File: src/rtl/ysyx_23060124_icache_pkg.sv
// Shared types and constants for the instruction cache: FSM encoding, AXI
// burst constants and address-field width helpers.
package ysyx_23060124_icache_pkg;

   typedef enum logic [1:0] {
      ST_IDLE   = 2'd0,
      ST_LOOKUP = 2'd1,
      ST_AR     = 2'd2,
      ST_R      = 2'd3
   } icache_state_e;

   localparam logic [1:0] AXI_BURST_INCR = 2'b01;
   localparam logic [2:0] AXI_SIZE_4B    = 3'b010;
   localparam logic [1:0] AXI_RESP_OKAY  = 2'b00;

   localparam int BYTE_BITS = 2;

   function automatic int offset_bits(input int words);
      return $clog2(words);
   endfunction

   function automatic int index_bits(input int lines);
      return $clog2(lines);
   endfunction

   // Whatever remains of the 32-bit address above index and word offset.
   function automatic int tag_bits(input int lines, input int words);
      return 32 - BYTE_BITS - offset_bits(words) - index_bits(lines);
   endfunction

endpackage

File: src/rtl/ysyx_23060124_icache_if.sv
// AXI read-address and read-data channels between the icache (master) and
// the memory side (slave).
interface ysyx_23060124_icache_if;
   // A beat transfers on a rising edge where valid and ready are both high;
   // once valid is raised the sender keeps it and its payload stable until
   // that edge, and ready never depends on valid falling.
   logic        arvalid;
   logic        arready;
   logic [31:0] araddr;
   logic [7:0]  arlen;
   logic [2:0]  arsize;
   logic [1:0]  arburst;
   logic        rvalid;
   logic        rready;
   logic [31:0] rdata;
   logic [1:0]  rresp;
   logic        rlast;

   modport master (
      output arvalid, araddr, arlen, arsize, arburst, rready,
      input  arready, rvalid, rdata, rresp, rlast
   );

   modport slave (
      input  arvalid, araddr, arlen, arsize, arburst, rready,
      output arready, rvalid, rdata, rresp, rlast
   );
endinterface

File: src/rtl/ysyx_23060124_icache_array.sv
// Direct-mapped storage: data and tag arrays (no reset), per-line valid bits,
// one refill write port and a combinational lookup/read port.
module ysyx_23060124_icache_array
   import ysyx_23060124_icache_pkg::*;
#(
   parameter  int LINES = 16,
   parameter  int WORDS = 4,
   localparam int IW    = index_bits(LINES),
   localparam int OW    = offset_bits(WORDS),
   localparam int TW    = tag_bits(LINES, WORDS)
) (
   input  logic          clock,
   input  logic          rst_n_sync,
   input  logic [IW-1:0] rd_index,
   input  logic [OW-1:0] rd_word,
   input  logic [TW-1:0] rd_tag,
   output logic          hit,
   output logic [31:0]   rd_data,
   input  logic          wr_en,
   input  logic [IW-1:0] wr_index,
   input  logic [OW-1:0] wr_word,
   input  logic [31:0]   wr_data,
   input  logic          fill_done,
   input  logic [TW-1:0] wr_tag,
   input  logic          inval_all
);

   logic [31:0]    data_mem [LINES][WORDS];
   logic [TW-1:0]  tag_mem  [LINES];
   logic [LINES-1:0] valid_q;

   always_ff @(posedge clock) begin
      if (wr_en)     data_mem[wr_index][wr_word] <= wr_data;
      if (fill_done) tag_mem[wr_index] <= wr_tag;
   end

   // Invalidate-all outranks the fill so a flush racing the last beat wins.
   always_ff @(posedge clock or negedge rst_n_sync) begin
      if (!rst_n_sync)    valid_q <= '0;
      else if (inval_all) valid_q <= '0;
      else if (fill_done) valid_q[wr_index] <= 1'b1;
   end

   assign hit     = valid_q[rd_index] && (tag_mem[rd_index] == rd_tag);
   assign rd_data = data_mem[rd_index][rd_word];

endmodule

File: src/rtl/ysyx_23060124_icache.sv
// Direct-mapped instruction cache with AXI burst refill.
// Optional hit/miss counters are built when ICACHE_PERF_EN is defined.
module ysyx_23060124_icache
   import ysyx_23060124_icache_pkg::*;
#(
   parameter int ICACHE_LINES = 16,
   parameter int ICACHE_WORDS = 4
) (
   input  logic                      clock,
   input  logic                      rst_n_sync,
   input  logic                      req,
   input  logic [31:0]               req_addr,
   input  logic                      fence_i,
   output logic [31:0]               icache_ins,
   output logic                      cache_valid,
   ysyx_23060124_icache_if.master    axi,
   output icache_state_e             dbg_state
`ifdef ICACHE_PERF_EN
   ,
   output logic [31:0]               hit_cnt,
   output logic [31:0]               miss_cnt
`endif
);

   localparam int IW      = index_bits(ICACHE_LINES);
   localparam int OW      = offset_bits(ICACHE_WORDS);
   localparam int TW      = tag_bits(ICACHE_LINES, ICACHE_WORDS);
   localparam int IDX_LSB = BYTE_BITS + OW;
   localparam int TAG_LSB = IDX_LSB + IW;

   icache_state_e state_q, state_d;
   logic [31:0]   addr_q;
   logic [OW-1:0] beat_q;
   logic [31:0]   ins_q;
   logic          hit;
   logic [31:0]   rd_data;
   logic          beat_wr;
   logic          fill_done;

   logic [TW-1:0] req_tag;
   logic [IW-1:0] req_index;
   logic [OW-1:0] req_word;

   assign req_tag   = addr_q[31:TAG_LSB];
   assign req_index = addr_q[TAG_LSB-1:IDX_LSB];
   assign req_word  = addr_q[IDX_LSB-1:BYTE_BITS];

   assign beat_wr   = (state_q == ST_R) && axi.rvalid;
   assign fill_done = beat_wr && axi.rlast;

   ysyx_23060124_icache_array #(
      .LINES (ICACHE_LINES),
      .WORDS (ICACHE_WORDS)
   ) u_array (
      .clock      (clock),
      .rst_n_sync (rst_n_sync),
      .rd_index   (req_index),
      .rd_word    (req_word),
      .rd_tag     (req_tag),
      .hit        (hit),
      .rd_data    (rd_data),
      .wr_en      (beat_wr),
      .wr_index   (req_index),
      .wr_word    (beat_q),
      .wr_data    (axi.rdata),
      .fill_done  (fill_done),
      .wr_tag     (req_tag),
      .inval_all  (fence_i)
   );

   always_ff @(posedge clock or negedge rst_n_sync) begin
      if (!rst_n_sync) state_q <= ST_IDLE;
      else             state_q <= state_d;
   end

   always_comb begin
      state_d     = state_q;
      cache_valid = 1'b0;
      axi.arvalid = 1'b0;
      axi.rready  = 1'b0;
      case (state_q)
         ST_IDLE: begin
            if (req) state_d = ST_LOOKUP;
         end
         ST_LOOKUP: begin
            if (hit) begin
               cache_valid = 1'b1;
               state_d     = ST_IDLE;
            end else begin
               state_d     = ST_AR;
            end
         end
         ST_AR: begin
            axi.arvalid = 1'b1;
            if (axi.arready) state_d = ST_R;
         end
         ST_R: begin
            axi.rready = 1'b1;
            if (axi.rvalid && axi.rlast) state_d = ST_LOOKUP;
         end
         default: state_d = ST_IDLE;
      endcase
   end

   // Burst fields depend only on the latched address, so they are stable in AR.
   assign axi.araddr  = {addr_q[31:IDX_LSB], {IDX_LSB{1'b0}}};
   assign axi.arlen   = 8'(ICACHE_WORDS - 1);
   assign axi.arsize  = AXI_SIZE_4B;
   assign axi.arburst = AXI_BURST_INCR;

   always_ff @(posedge clock or negedge rst_n_sync) begin
      if (!rst_n_sync) begin
         addr_q <= '0;
         beat_q <= '0;
         ins_q  <= '0;
      end else begin
         if (state_q == ST_IDLE && req) addr_q <= req_addr;
         if (state_q == ST_AR)          beat_q <= '0;
         else if (beat_wr)              beat_q <= beat_q + OW'(1);
         if (cache_valid)               ins_q  <= rd_data;
      end
   end

   assign icache_ins = cache_valid ? rd_data : ins_q;
   assign dbg_state  = state_q;

   // Response code and byte offset carry no information for this cache.
   logic unused_bits;
   assign unused_bits = ^{addr_q[BYTE_BITS-1:0], (axi.rresp == AXI_RESP_OKAY)};

`ifdef ICACHE_PERF_EN
   // first_q separates a fresh lookup from the re-lookup after a refill.
   logic first_q;

   always_ff @(posedge clock or negedge rst_n_sync) begin
      if (!rst_n_sync) begin
         first_q  <= 1'b0;
         hit_cnt  <= '0;
         miss_cnt <= '0;
      end else begin
         if (state_q == ST_IDLE && req) first_q <= 1'b1;
         else if (fill_done)            first_q <= 1'b0;
         if (state_q == ST_LOOKUP && hit && first_q) hit_cnt  <= hit_cnt + 32'd1;
         if (state_q == ST_LOOKUP && !hit)           miss_cnt <= miss_cnt + 32'd1;
      end
   end
`endif

endmodule

File: src/flat_wrapper.sv
// flat-port wrapper written by rule: the top's interface ports become plain ports
module ysyx_23060124_icache_flat import ysyx_23060124_icache_pkg::*;
#(
   parameter int ICACHE_LINES = 16,
   parameter int ICACHE_WORDS = 4
)
  (clock, rst_n_sync, req, req_addr, fence_i, icache_ins, cache_valid, dbg_state, axi_arvalid, axi_araddr, axi_arlen, axi_arsize, axi_arburst, axi_rready, axi_arready, axi_rvalid, axi_rdata, axi_rresp, axi_rlast);
  ysyx_23060124_icache_if axi_i ();
  input  logic clock;
  input  logic rst_n_sync;
  input  logic req;
  input  logic [31:0] req_addr;
  input  logic fence_i;
  output logic [31:0] icache_ins;
  output logic cache_valid;
  output icache_state_e dbg_state;
  output wire logic [$bits(axi_i.arvalid)-1:0] axi_arvalid;
  output wire logic [$bits(axi_i.araddr)-1:0] axi_araddr;
  output wire logic [$bits(axi_i.arlen)-1:0] axi_arlen;
  output wire logic [$bits(axi_i.arsize)-1:0] axi_arsize;
  output wire logic [$bits(axi_i.arburst)-1:0] axi_arburst;
  output wire logic [$bits(axi_i.rready)-1:0] axi_rready;
  input wire logic [$bits(axi_i.arready)-1:0] axi_arready;
  input wire logic [$bits(axi_i.rvalid)-1:0] axi_rvalid;
  input wire logic [$bits(axi_i.rdata)-1:0] axi_rdata;
  input wire logic [$bits(axi_i.rresp)-1:0] axi_rresp;
  input wire logic [$bits(axi_i.rlast)-1:0] axi_rlast;
  assign axi_arvalid = axi_i.arvalid;
  assign axi_araddr = axi_i.araddr;
  assign axi_arlen = axi_i.arlen;
  assign axi_arsize = axi_i.arsize;
  assign axi_arburst = axi_i.arburst;
  assign axi_rready = axi_i.rready;
  assign axi_i.arready = axi_arready;
  assign axi_i.rvalid = axi_rvalid;
  assign axi_i.rdata = axi_rdata;
  assign axi_i.rresp = axi_rresp;
  assign axi_i.rlast = axi_rlast;
  ysyx_23060124_icache #(.ICACHE_LINES(ICACHE_LINES), .ICACHE_WORDS(ICACHE_WORDS)) u_core (.clock(clock), .rst_n_sync(rst_n_sync), .req(req), .req_addr(req_addr), .fence_i(fence_i), .icache_ins(icache_ins), .cache_valid(cache_valid), .axi(axi_i), .dbg_state(dbg_state));
endmodule
File: config.mk
export PLATFORM = sky130hd
export DESIGN_NAME = ysyx_23060124_icache_flat
export DESIGN_NICKNAME = d
export VERILOG_FILES = /design/src/rtl/ysyx_23060124_icache_pkg.sv /design/src/rtl/ysyx_23060124_icache_if.sv /design/src/rtl/ysyx_23060124_icache_array.sv /design/src/rtl/ysyx_23060124_icache.sv /design/src/flat_wrapper.sv
export SDC_FILE = /design/constraint.sdc
export NUM_CORES = 2
export LEC_CHECK = 0
export BUFFER_PORTS_ARGS = -buffer_cell sky130_fd_sc_hd__buf_2
export CAP_MARGIN = 10
export CORE_MARGIN = 2
export CORE_UTILIZATION = 62
export DETAILED_ROUTE_END_ITERATION = 8
export PLACE_DENSITY = 0.79
export SKIP_CTS_REPAIR_TIMING = 1
export SLEW_MARGIN = 40
export SYNTH_ARGS = -nofsm -noshare
export SYNTH_HDL_FRONTEND = slang
export SYNTH_SLANG_ARGS = --single-unit
File: constraint.sdc
create_clock -name clock -period 5 [get_ports clock]
set_input_delay 0.5 -clock clock [delete_from_list [all_inputs] [get_ports clock]]
set_output_delay 0.5 -clock clock [all_outputs]
set_load 0.05 [all_outputs]
Word level (Yosys, flattened, before mapping)
Memories as Yosys holds them, arrays and structs flattened.
Cells that the tools add are included.
{"block": "totals", "register_bits": 84, "ram_bits": 2432, "in_bits": 73, "output_inout_bits": 82, "elab_cells": 61, "memories": 2}
{"block": "op_classes", "n_addsub": 1, "order_cmp": 5, "n_eq_ne": 7, "muxes": 27, "bitwise": 3, "n_reduce_logical": 11}
{"memory": "u_core.u_array.data_mem", "words": 16, "width": 128, "rd": 1, "rd_ports_with_merged_regs": 0, "wr": 1, "line": "ysyx_23060124_icache_array.sv:28", "rtl": "logic [31:0] data_mem [LINES][WORDS];"}
{"memory": "u_core.u_array.tag_mem", "words": 16, "width": 24, "rd": 1, "rd_ports_with_merged_regs": 0, "wr": 1, "line": "ysyx_23060124_icache_array.sv:29", "rtl": "logic [TW-1:0] tag_mem [LINES];"}
{"cell": "128-bit two-way mux", "count": 1}
{"cell": "32-bit two-way mux", "count": 4}
{"cell": "32-bit binary-select mux with 2-bit select", "count": 1}
{"cell": "32-bit demux with 2-bit select", "count": 1}
{"cell": "16-bit two-way mux", "count": 2}
{"cell": "24-bit == test", "count": 1}
{"cell": "16-bit bitwise OR", "count": 1}
{"cell": "2-bit two-way mux", "count": 6}
{"cell": "1-bit two-way mux", "count": 9}
{"cell": "2-bit one-hot mux with 4 select lines", "count": 1}
{"cell": "1-bit logical AND", "count": 7}
{"cell": "3-bit greater-or-equal comparator, second input constant", "count": 2}
{"cell": "2-bit != test, second input constant", "count": 3}
{"cell": "2-bit NOT with 3-bit output", "count": 2}
{"cell": "4-bit by 5-bit less-than comparator with 1-bit output, second input constant", "count": 1}
{"cell": "1-bit binary-select mux with 4-bit select", "count": 1}
{"cell": "1-bit demux with 4-bit select", "count": 1}
{"cell": "2-bit == test, second input constant", "count": 2}
{"cell": "4-bit by 1-bit greater-or-equal comparator with 1-bit output, second input constant", "count": 1}
{"cell": "2-bit nonzero test", "count": 2}
{"cell": "3-bit by 1-bit less-than comparator with 1-bit output, second input constant", "count": 1}
{"cell": "3-bit AND reduction", "count": 1}
{"cell": "2-bit by 1-bit adder with 2-bit output, second input constant", "count": 1}
{"cell": "2-bit by 1-bit == test with 1-bit output, second input constant", "count": 1}
{"cell": "2-bit logical NOT", "count": 1}

Depth between registers and ports, before layout
{"block": "logic_depth", "depth_word": 7, "depth_mapped": 15, "mapped_depth_nobuf": 8}

Cells and area by module
From an unflattened synthesis, not the netlist that was laid out.
{"block": "hier_totals", "cells_unflattened": 3966, "hier_area_um2": 96682.7}
{"mod": "ysyx_23060124_icache_array", "n_inst": 1, "cells_each": 3761, "area_per_inst_um2": 93791.2, "seq_area_each_um2": 73430.4}
{"mod": "ysyx_23060124_icache", "n_inst": 1, "cells_each": 205, "area_per_inst_um2": 2891.5, "seq_area_each_um2": 1651.6}

Least setup slack after synthesis
Ideal clock, no wire load.
{"block": "synth_path", "path_kind": "register to output", "from": "reg u_core.addr_q[7]", "to": "out cache_valid", "arrival_ns": 3.776, "required_time_ns": 4.500, "setup_slack_ns": 0.724, "path_stages_with_launch": 10, "n_path_buf": 3, "cell_sequence": "dfrtp_1 buf_2 buf_4 buf_4 mux4_2 mux4_2 xor2_1 a211oi_1 o211ai_1 nor4b_1"}
{"block": "synth_via", "elab_chain_len": 5, "elab_cells_between_ends": 7, "cone_classes": "eq/ne (1); mux (4); reduce/logical (1); memory (1)"}
{"item": "from (decl)", "line": "ysyx_23060124_icache.sv:32", "rtl": "logic [31:0] addr_q;"}
{"item": "from (signal assigned)", "line": "ysyx_23060124_icache.sv:117", "rtl": "if (state_q == ST_IDLE && req) addr_q <= req_addr;"}
{"item": "memory read 16 x 24 bit / 1-bit binary-select mux with 4-bit select (equally long branches)"}
{"item": "24-bit == test / 1-bit two-way mux (equally long branches)", "line": "ysyx_23060124_icache_array.sv:44", "rtl": "assign hit = valid_q[rd_index] && (tag_mem[rd_index] == rd_tag);"}
{"item": "1-bit logical AND (*)", "line": "ysyx_23060124_icache_array.sv:44"}
{"item": "1-bit two-way mux (*)", "line": "ysyx_23060124_icache.sv:86", "rtl": "if (hit) begin"}
{"item": "1-bit two-way mux (*)", "line": "ysyx_23060124_icache.sv:81", "rtl": "case (state_q)"}
{"item": "to (decl)", "line": "flat_wrapper.sv:15", "rtl": "output logic cache_valid;"}
Every way passes the cells marked *; elsewhere a longest branch is shown, timed or not. The select of a mux whose other input is x is not followed.

Worst setup path after layout
{"block": "layout_path", "from": "reg u_core.addr_q[7]", "to": "out icache_ins[7]"}
{"block": "layout_via", "elab_chain_len": 6, "elab_cells_between_ends": 12, "cone_classes": "eq/ne (1); mux (8); reduce/logical (1); memory (2)"}
{"item": "memory read 16 x 24 bit / 1-bit binary-select mux with 4-bit select (equally long branches)"}
{"item": "24-bit == test / 1-bit two-way mux (equally long branches)", "line": "ysyx_23060124_icache_array.sv:44"}
{"item": "1-bit logical AND", "line": "ysyx_23060124_icache_array.sv:44"}
{"item": "1-bit two-way mux", "line": "ysyx_23060124_icache.sv:86"}
{"item": "1-bit two-way mux", "line": "ysyx_23060124_icache.sv:81"}
{"item": "32-bit two-way mux (*)", "line": "ysyx_23060124_icache.sv:124", "rtl": "assign icache_ins = cache_valid ? rd_data : ins_q;"}
{"item": "to (decl)", "line": "flat_wrapper.sv:14", "rtl": "output logic [31:0] icache_ins;"}
Marked as above.

==> impl_results.md <==
- Status: complete, but fails checks
- Violated checks: negative setup slack
- Largest net degree at the start of global routing: 88
- Yosys warning count: 0
- Max Slew Vio Count: 0
- Leak: 35.5 nW
- RSZ-0062 raised after global routing: yes
- Fillcell total: approximately 8k
- WL/cell: 43.9 um
- Share of cells above drive strength 1: approximately 36%
- Worst rel slew slack: 35.0%
- Routed wire length: 294 mm
- Most frequent cells in the layout: edfxtp_1 (2,432), mux4_2 (734), clkbuf_16 (255), buf_4 (153), buf_2 (88)
- Seq/Total Area, Yosys: 77.5%
- Worst-path clk slew: approximately 0.06 ns
- Final Setup Violations: 32
- Max Fclk: 193 MHz
- Area of the multi-input gates: 21,200 um^2
- Ys flop type: edfxtp_1
- DRT Pass-1 Iters: 8
- Post-synth EDFFs: 2,432
- Synthesized area per cell: 24.1 um^2
- Max Cap Viol: 0
- WS Path Type: reg -> out
- Clk root buf: clkbuf_16
- Gr usage total: 35.0%
- Clock Sinks: roughly 2.5k
- Design Area, Final: around 110,000 um^2
- Hold Crit Class: in -> reg
- Placed cell areas: 102,000 um^2
- Clock skew: 0.0750 ns
- Min Hold Slack: 0.0227 ns
- Die height: roughly 400 um
- # port buffers: 133
- WP data arrival: approximately 4.7 ns
- Routed vias/inst: 7.55
- Global-route wire length before repair: 381 mm
- Crit-path max FO: between 40 and 50
- CTS tree: built
- Clock Latency Late Sink: 0.90 ns
- Fin. Hold Viols: 0
- Nets: between 4k and 5k
- Area grow syn2layout: 14.6%
- Placer Congestion: about 0.84
- GRT overflow: 0
- CORE AREA: around 160,000 um^2
- CTS max path bufs: 3
- Worst setup EP type: output port
- CTS Buf Count: 232
- Setup slack after layout: -0.174 ns
- Die W: 399 um
- CP required: 4.50 ns
- Initial antenna violation count: 24
- Detail Route Antenna Nets: 0
- PwrDens: 556 nW/um^2
- FF+latch area: 75,100 um^2
- Vias: 50.5k
- #FFs+latches synth: 2,514
- Worst-margin pin slew: 0.975 ns
- R2R Setup Slk: 1.29 ns
- Drc violations: 0
- Period minus WS final: 5.17 ns
- Worst ir drop on vdd: 0.462 mV
- H-tree depth: 4
- Initial Util: 62.2%
- Yosys cell types: 59
- Vias in the first global route: 48.8k
- Synthesized area: around 97,000 um^2
- Top Ports: 155
- Crit path launch type: flip-flop
- Synth async-reset ratio: about 3.3%
- Tcrit/Tclk final: 103%
- FP Rows: 145
- HPWL after DPL: roughly 140 mm
- Die footprint: 159,000 um^2
- Commonest non-fill, non-tap cell in the layout: edfxtp_1
- Mapped Cells: 4,018
- Iteration-0 DRC Markers: between 9k and 10k
==> final cells by class <==
| class | count | share of cell area, % |
|---|---|---|
| multi-input combinational | 1250 | 19.1 |
| timing repair buffer | 406 | 4.04 |
| antenna | 8 | 0.0180 |
| clock inverter | 127 | 1.19 |
| inverter | 16 | 0.0541 |
| clock buffer | 303 | 5.65 |
| tap | 2058 | 2.32 |
| sequential | 2514 | 67.6 |
==> logic make-up (layout without fill, tap and decap cells) <==
group           after synthesis  count (layout)  synth area share [%]
compound gates               87              87                 0.690
xor+xnor                     29              29                 0.262
fa+ha+maj                     9               9                 0.116
buf+inv                     269             852                  1.56
flops                      2514            2514                  77.5
mux                         892             892                  18.9
other cells                   2              25               0.00775
simple gates                216             216                 0.977
==> per-layer routing <==
metal	vias up	part of all wire [%]	global-route usage [%]
met3	1180	14	9.61
met4	32	6.9	15.4
met2	5397	48	56.1
met1	25900	31	45.8
met5	-	0.076	0
li1	18000	-	-
==> worst paths after layout <==
check | startpoint | to | depth (start not counted)
setup / recovery | u_core.addr_q[7] | icache_ins[7] | 11
hold / removal | fence_i | u_core.u_array.valid_q[12] | 2
setup reg to reg | u_core.addr_q[7] | u_core.ins_q[12] | 10
hold reg to reg | u_core.ins_q[10] | u_core.ins_q[10] | 1
max in group asynchronous | rst_n_sync | u_core.addr_q[2] | 3
min in group asynchronous | rst_n_sync | u_core.addr_q[22] | 2
==> registers in the layout, indices dropped and copies added, names as in the netlist <==
name,flops
u_core.u_array.data_mem,2048
u_core.u_array.tag_mem,384
u_core.ins_q,32
u_core.addr_q,30
u_core.u_array.valid_q,16
u_core.beat_q,2
u_core.dbg_state,2
==> power breakdown <==
group          switching (W)  internal [W]  leakage, nW  total (W)
sequential          0.000739        0.0239         22.9     0.0246
combinational         0.0104       0.00858         8.86     0.0190
clock                0.00825       0.00982         3.66     0.0181
total                 0.0194        0.0423         35.5     0.0617
==> synth_stat cells (all sizes together), types with 14 or more instances <==
| cell type | number | area, um^2 |
|---|---|---|
| edfxtp | 2432 | 73000 |
| a22oi | 14 | 105 |
| nand2 | 37 | 139 |
| xnor2 | 15 | 131 |
| mux2i | 87 | 871 |
| dfrtp | 82 | 2050 |
| nor2 | 126 | 473 |
| mux4 | 734 | 16500 |
| clkbuf | 98 | 368 |
| inv | 16 | 60.1 |
| buf | 155 | 1080 |
| mux2 | 71 | 912 |
| xor2 | 14 | 123 |
==> worst max-delay path, stage by stage (launching register included) <==
cell	delay, ns
dfrtp_4	0.55
buf_16	0.28
mux2_2	0.40
o22ai_1	0.22
nor3_1	0.11
a2111oi_2	0.42
o2bb2ai_1	0.19
nand4bb_1	0.16
or4b_4	0.62
buf_12	0.22
mux2_4	0.33
buf_2	0.21
==> per-stage QoR <==
| stage | setup slack, ns | cells | util [%] | power [W] | setup TNS (ns) |
|---|---|---|---|---|---|
| final | -0.174 | 6682 | 71.3 | 0.0617 | -3.73 |
| after global routing | -0.226 | 6676 | 71.3 | 0.0629 | -5.47 |
| after CTS | -0.608 | 6594 | 70.3 | 0.0599 | -18.05 |
| after detailed placement | 0.370 | 6164 | 65.4 | 0.0418 | 0 |
| after global placement | 0.420 | 6145 | 65.1 | 0.0413 | 0 |
| after floorplan | 0.724 | 4033 | - | 0.0365 | 0 |
Note: power is estimated with default switching activity, not from simulation.
